<file path="src/rtl/tim_pkg.sv">
// tim_pkg: shared state encoding and sensor geometry for the CCD timing FSMs
package tim_pkg;

    typedef enum logic [2:0] {
        IDLE, FLUSH, SHUT, EXPOSE, XFER, VSHIFT, HREAD, DONE
    } tim_state_e;

    localparam int NDUM          = 12;
    localparam int NBLA          = 26;
    localparam int NBUF          = 16;
    localparam int NACT          = 2436;
    localparam int NPIX          = NDUM + NBLA + NBUF + NACT;
    localparam int LINE_CLKS_DEF = (NPIX + 1) * 10;

    // A zero exposure still spends one clock in EXPOSE
    function automatic logic [23:0] exp_clamp(input logic [23:0] e);
        return (e == 24'd0) ? 24'd1 : e;
    endfunction

endpackage

</file>
<file path="src/rtl/tim_vshift.sv">
// tim_vshift: one four-phase vertical shift waveform per go pulse, done on its last cycle
module tim_vshift #(
    parameter int VSHIFT_CLKS = 40
) (
    input  logic clk,
    input  logic rst_n,
    input  logic clr,
    input  logic go,
    output logic v1,
    output logic v2,
    output logic done
);

    localparam int Q  = VSHIFT_CLKS / 4;
    localparam int CW = $clog2(VSHIFT_CLKS + 1);

    logic          act_q, act_d;
    logic [CW-1:0] c_q, c_d;
    logic          v1_q, v1_d, v2_q, v2_d;

    assign done = act_q && (c_q == CW'(VSHIFT_CLKS - 1));
    assign v1   = v1_q;
    assign v2   = v2_q;

    // Phase counter and registered phase outputs; go restarts the waveform, even back-to-back
    always_comb begin
        act_d = act_q && !done;
        c_d   = act_d ? c_q + 1'b1 : '0;
        if (go) begin
            act_d = 1'b1;
            c_d   = '0;
        end
        if (clr) begin
            act_d = 1'b0;
            c_d   = '0;
        end
        v1_d = act_d && (c_d < CW'(2 * Q));
        v2_d = !act_d || (c_d < CW'(Q)) || (c_d >= CW'(3 * Q));
    end

    // State register; rest levels are v1=0, v2=1
    always_ff @(posedge clk or negedge rst_n) begin
        if (!rst_n) begin
            act_q <= 1'b0;
            c_q   <= '0;
            v1_q  <= 1'b0;
            v2_q  <= 1'b1;
        end else begin
            act_q <= act_d;
            c_q   <= c_d;
            v1_q  <= v1_d;
            v2_q  <= v2_d;
        end
    end

endmodule

</file>
<file path="src/rtl/tim_vfsm.sv">
// tim_vfsm: vertical/frame timing controller; optional 2x vertical binning with TIM_VFSM_VBIN2_EN
module tim_vfsm
    import tim_pkg::*;
#(
    parameter int LINE_CLKS   = LINE_CLKS_DEF,
    parameter int NLINES      = 1636,
    parameter int VSHIFT_CLKS = 40,
    parameter int FLUSH_LINES = 16,
    parameter int SUB_CLKS    = 100,
    parameter int TG_CLKS     = 200
) (
    input  logic        clk,
    input  logic        rst_n,
    input  logic        start,
    input  logic        abort,
    input  logic [23:0] exp_time,
    output logic        vact,
    output logic        firstline,
    output logic        v1,
    output logic        v2,
    output logic        v2_3,
    output logic        sub,
    output logic        busy,
    output logic        frame_done,
    output logic [11:0] line_idx
);

`ifdef TIM_VFSM_VBIN2_EN
    localparam int   NREAD = NLINES / 2;
    localparam logic BIN2  = 1'b1;
`else
    localparam int   NREAD = NLINES;
    localparam logic BIN2  = 1'b0;
`endif

    tim_state_e  state_q, state_d;
    logic [23:0] cnt_q, cnt_d, exp_q, exp_d;
    logic [15:0] lclk_q, lclk_d;
    logic [11:0] line_q, line_d, fcnt_q, fcnt_d;
    logic        half_q, half_d;
    logic        vact_q, vact_d, first_q, first_d, v2_3_q, v2_3_d;
    logic        sub_q, sub_d, busy_q, busy_d, done_q, done_d;
    logic        go, vs_done, vs_v1, vs_v2;

    tim_vshift #(.VSHIFT_CLKS(VSHIFT_CLKS)) u_vshift (
        .clk  (clk),
        .rst_n(rst_n),
        .clr  (abort),
        .go   (go),
        .v1   (vs_v1),
        .v2   (vs_v2),
        .done (vs_done)
    );

    assign vact       = vact_q;
    assign firstline  = first_q;
    assign v1         = vs_v1;
    assign v2         = vs_v2 | v2_3_q;
    assign v2_3       = v2_3_q;
    assign sub        = sub_q;
    assign busy       = busy_q;
    assign frame_done = done_q;
    assign line_idx   = line_q;

    // Next state, counters and outputs; outputs follow the state being entered
    always_comb begin
        state_d = state_q;
        cnt_d   = cnt_q;
        exp_d   = exp_q;
        lclk_d  = lclk_q;
        line_d  = line_q;
        fcnt_d  = fcnt_q;
        half_d  = half_q;
        go      = 1'b0;
        if (abort) begin
            state_d = IDLE;
            cnt_d   = '0;
            exp_d   = '0;
            lclk_d  = '0;
            line_d  = '0;
            fcnt_d  = '0;
            half_d  = 1'b0;
        end else begin
            case (state_q)
                IDLE: if (start) begin
                    state_d = FLUSH;
                    exp_d   = exp_clamp(exp_time);
                    fcnt_d  = '0;
                    go      = 1'b1;
                end
                FLUSH: if (vs_done) begin
                    if (fcnt_q == 12'(FLUSH_LINES - 1)) begin
                        state_d = SHUT;
                        fcnt_d  = '0;
                        cnt_d   = '0;
                    end else begin
                        fcnt_d = fcnt_q + 12'd1;
                        go     = 1'b1;
                    end
                end
                SHUT: begin
                    cnt_d   = (cnt_q == 24'(SUB_CLKS - 1)) ? '0 : cnt_q + 24'd1;
                    state_d = (cnt_q == 24'(SUB_CLKS - 1)) ? EXPOSE : SHUT;
                end
                EXPOSE: begin
                    cnt_d   = (cnt_q == exp_q - 24'd1) ? '0 : cnt_q + 24'd1;
                    state_d = (cnt_q == exp_q - 24'd1) ? XFER : EXPOSE;
                end
                XFER: if (cnt_q == 24'(TG_CLKS - 1)) begin
                    state_d = VSHIFT;
                    cnt_d   = '0;
                    line_d  = '0;
                    half_d  = 1'b0;
                    go      = 1'b1;
                end else begin
                    cnt_d = cnt_q + 24'd1;
                end
                VSHIFT: if (vs_done) begin
                    if (BIN2 && !half_q) begin
                        half_d = 1'b1;
                        go     = 1'b1;
                    end else begin
                        state_d = HREAD;
                        half_d  = 1'b0;
                        lclk_d  = '0;
                    end
                end
                HREAD: if (lclk_q == 16'(LINE_CLKS - 1)) begin
                    lclk_d = '0;
                    if (line_q == 12'(NREAD - 1)) begin
                        state_d = DONE;
                    end else begin
                        state_d = VSHIFT;
                        line_d  = line_q + 12'd1;
                        go      = 1'b1;
                    end
                end else begin
                    lclk_d = lclk_q + 16'd1;
                end
                DONE: begin
                    state_d = IDLE;
                    line_d  = '0;
                end
                default: state_d = IDLE;
            endcase
        end
        vact_d  = (state_d == HREAD);
        first_d = (state_d == HREAD) && (line_d == 12'd0);
        v2_3_d  = (state_d == XFER);
        sub_d   = (state_d == SHUT);
        busy_d  = (state_d != IDLE);
        done_d  = (state_d == DONE);
    end

    // State, counter and output registers
    always_ff @(posedge clk or negedge rst_n) begin
        if (!rst_n) begin
            state_q <= IDLE;
            cnt_q   <= '0;
            exp_q   <= '0;
            lclk_q  <= '0;
            line_q  <= '0;
            fcnt_q  <= '0;
            half_q  <= 1'b0;
            vact_q  <= 1'b0;
            first_q <= 1'b0;
            v2_3_q  <= 1'b0;
            sub_q   <= 1'b0;
            busy_q  <= 1'b0;
            done_q  <= 1'b0;
        end else begin
            state_q <= state_d;
            cnt_q   <= cnt_d;
            exp_q   <= exp_d;
            lclk_q  <= lclk_d;
            line_q  <= line_d;
            fcnt_q  <= fcnt_d;
            half_q  <= half_d;
            vact_q  <= vact_d;
            first_q <= first_d;
            v2_3_q  <= v2_3_d;
            sub_q   <= sub_d;
            busy_q  <= busy_d;
            done_q  <= done_d;
        end
    end

endmodule

</file>
<file path="config.mk">
export PLATFORM = sky130hd
export DESIGN_NAME = tim_vfsm
export DESIGN_NICKNAME = d
export VERILOG_FILES = /design/src/rtl/tim_pkg.sv /design/src/rtl/tim_vshift.sv /design/src/rtl/tim_vfsm.sv
export SDC_FILE = /design/constraint.sdc
export NUM_CORES = 1
export LEC_CHECK = 0
export ABC_AREA = 1
export CORE_MARGIN = 4
export CORE_UTILIZATION = 50
export CTS_CLUSTER_SIZE = 28
export DETAILED_ROUTE_END_ITERATION = 16
export PLACE_DENSITY = 0.69
export SYNTH_ARGS = -nofsm -noshare
export SYNTH_HDL_FRONTEND = slang
export SYNTH_SLANG_ARGS = --single-unit
</file>
<file path="constraint.sdc">
create_clock -name clk -period 2.48 [get_ports clk]
set_clock_uncertainty 0.1 [all_clocks]
set_input_delay 0.744 -clock clk [delete_from_list [all_inputs] [get_ports clk]]
set_output_delay 0.744 -clock clk [all_outputs]
set_load 0.1 [all_outputs]
</file>
==> flow_summary.ini <==
[outcome]
status = completed

[timing]
report.final.slew_viol_count = 0
fin_setup_tns_ns = 0
final-hold-violation-count = 0
tightest_slew_ns = 0.420
setup_viol = 0
slew_headroom_pct = 71.8
min_period_ns = 2.35
timing.fmax_mhz = 426
min_period_over_period_pct = 94.7

[pwr]
p_comb_share_pct = 28.6
p_per_area_nw_per_um2 = 523
switching_share_pct = 33.5
p_int_uw = 3020
pwr-share-seq_pct = 41.4
vdd.ir_drop.worst_mv = 0.338
p_leak_uw = 0.00433
power_uw = 4530
switching_power_uw = 1520
p_clk_share_pct = 30.0

[critical_path]
critical_path.max_fanout = 5
worstSetupStartpointType = flop
critPathCaptureType = flop
crit_required_ns = 2.63
crit_arrival_ns = 2.50
r2r.worst_path.cells = 16
critical_path_class = flop to flop
r2r_setup_slack_ns = 0.13

[cts]
numCtsBuffers = 9
cts.sinks = 106
ctsHoldBuffers = 0
cts_tree = done
htree_num_levels = 3
insertion_delay_ns = 0.36
clock-root-buffer = clkbuf_16
clk_pin_slew_ns = 0.07
clock_path_buffers = 2

[yosys]
syn_nets = 1076
yosys.area_share.simple_pct = 36.5
synth_seq_cells = 106
yosysUniqueCellTypes = 50
synth-warning-count = 0
synth_top_family_by_area = simple AND/OR/NAND/NOR gates
postSynthCellCount = 1041
synthXorXnorAreaFrac_pct = 4.98
synth_compound_area_share_pct = 10.3
syn_area_per_cell_um2 = 6.93
synthAdderAreaFrac_pct = 1.21
synthMuxAreaShare_pct = 0
yosysSeqAreaShare_pct = 36.8
syn_area_um2 = 7220

[floorplanning]
row_count = 43
start_util_pct = 51.6
die_h_um = 128
die_w_um = 128
ios = 48
die-area_um2 = 16400
core_area_um2 = 14000

[hold_path]
hold_class = input pin to async pin

[global_routing]
grt_first_pass_wirelength_mm = 29.2
grt_util_all_layers_pct = 21.7
grt_start_max_net_pins = 46
antenna_found_initial = 0
first_global_vias = 6337
globalRouteOverflowTotal = 0
grt-busiest-layer = met2
grt_util_met3_pct = 4.04
grt_use_met2_pct = 35.9
globalRouteMet1Util_pct = 29.0

[final_layout]
drive_above_1_share_pct = 16.5
nets = 1170
diodes = 0
syn_to_final_growth_pct = 20.1

[drt]
num_vias = 6812
first_iter_violations = 394
wl_per_cell_um = 13.3
wirelength_mm = 17.6
ant_nets = 0
drcViolationCount = 0
via_per_inst = 5.16
first_pass_iters = 5

[placement]
place.gp.congestion = 0.903
hpwlAfterDp_mm = 13.3
io_buffers = 47

[flow_run]
max_cap_viol_count = 0
[through the flow]
| step | hold WS (ns) | cells | cell area [um^2] | util [%] | worst slack (ns) |
|---|---|---|---|---|---|
| finish | 0.210 | 1320 | 8660 | 61.9 | 0.131 |
| CTS | 0.211 | 1305 | 8420 | 60.2 | 0.0275 |
| global placement | 0.363 | 1289 | 8140 | 58.2 | -0.0331 |
| detailed placement | 0.367 | 1289 | 8140 | 58.2 | -0.0512 |
| floorplan | 0.344 | 1041 | 7220 | - | 0.0700 |
| global route | 0.226 | 1320 | 8660 | 61.9 | -0.0498 |
[cell type report]
type	count	area (um^2)
Multi-Input combinational cell	745	3930
Clock buffer	12	256
Tap cell	180	225
Inverter	175	657
Timing Repair Buffer	98	901
Clock inverter	4	26.3
Sequential cell	106	2670
Fill cell	1298	5320
[cells in the mapped netlist, drive strengths merged]
| master | instances | area (um^2) |
|---|---|---|
| nand2 | 279 | 1090 |
| inv | 173 | 649 |
| nor2 | 132 | 621 |
| dfrtp | 105 | 2630 |
| nand3 | 74 | 393 |
| o21ai | 70 | 377 |
| nor3 | 34 | 196 |
| a21oi | 32 | 179 |
| nand4 | 32 | 200 |
| xor2 | 32 | 280 |
| clkbuf | 10 | 41.3 |
| o22ai | 10 | 62.6 |
| xnor2 | 9 | 78.8 |
| ha | 7 | 87.6 |
| nor4 | 6 | 43.8 |
| buf | 5 | 45.0 |
| nand3b | 5 | 37.5 |
| a22oi | 3 | 22.5 |
| a31oi | 3 | 18.8 |
| nor3b | 3 | 22.5 |
| clkinv | 2 | 7.51 |
| o211ai | 2 | 15.0 |
| o21bai | 2 | 15.0 |
| or2 | 2 | 12.5 |
| a211oi | 1 | 7.51 |
| a2bb2oi | 1 | 8.76 |
| a41o | 1 | 10.0 |
| a41oi | 1 | 8.76 |
| and3 | 1 | 6.26 |
| dfstp | 1 | 26.3 |
| nand2b | 1 | 6.26 |
| o21a | 1 | 7.51 |
| o22a | 1 | 8.76 |
[critical path: stages, from the launching register on]
cell      delay (ns)
dfrtp_2         0.45
nor2_2          0.11
nand2_2         0.14
nor2_8          0.13
buf_4           0.16
nand2_2         0.07
nor2_2          0.07
nand2_1         0.06
a21oi_2         0.13
nand2_1         0.10
nor2_4          0.14
nand2_2         0.08
nand2_4         0.08
nand3_4         0.09
buf_4           0.17
o211ai_1        0.07
nand2_1         0.06
[power by group through the flow]
stage               clock network [uW]  logic [uW]  registers (uW)
detailed placement                   0        1170            1900
finish                            1360        1300            1880
floorplan                            0         753            1950
global placement                     0        1150            1900
global route                      1470        1440            1890
CTS                               1410        1180            1870
[sequential cells by signal, indices dropped and copies added, names as in the netlist, 3 cells and up]
name and flops:
cnt_q 24, exp_q 24, fcnt_q 12, lclk_q 16
line_idx 12, state_q 3, u_vshift.c_q 6
[timing repair]
action / CTS / global route
pin swaps: 0 / 13
endpoints found under the setup margin: 2 / 36
gates cloned: 0 / 0
resized for setup: 1 / 37
setup buffers: 0 / 15
[worst paths after layout]
path                                         end                  start
max                        cnt_q[19]$_DFFE_PN0P_   exp_q[2]$_DFFE_PN0P_
max reg2reg                cnt_q[19]$_DFFE_PN0P_   exp_q[2]$_DFFE_PN0P_
max in group asynchronous  u_vshift.v2$_DFF_PN1_                  rst_n
min in group clk           lclk_q[3]$_DFFE_PN0P_  lclk_q[3]$_DFFE_PN0P_
min reg2reg                lclk_q[3]$_DFFE_PN0P_  lclk_q[3]$_DFFE_PN0P_
min                        exp_q[23]$_DFFE_PN0P_                  rst_n
[cells by family after synthesis]
family | after synthesis
XOR/XNOR | 41
AO/OA/AOI/OAI | 128
flip-flops | 106
buffers and inverters | 190
adder cells (fa/ha/maj) | 7
AND/OR/NAND/NOR | 569
[layer usage]
metal / part of all wire (%) / vias to the layer above
li1: - / 3517
met1: 47 / 3123
met2: 47 / 144
met3: 4.4 / 28
met4: 1.9 / 0
met5: 0 / -
[cell usage in the layout, fill, tap and decap left out, types with 17 or more instances in the layout]
| master | n |
|---|---|
| a21oi_1 | 25 |
| buf_4 | 64 |
| clkdlybuf4s50_1 | 26 |
| dfrtp_1 | 94 |
| inv_1 | 164 |
| nand2_1 | 263 |
| nand3_1 | 69 |
| nand4_1 | 32 |
| nor2_1 | 99 |
| nor2_2 | 17 |
| nor3_1 | 29 |
| o21ai_0 | 61 |
| xor2_1 | 32 |
(Power assumes the default switching activity.)
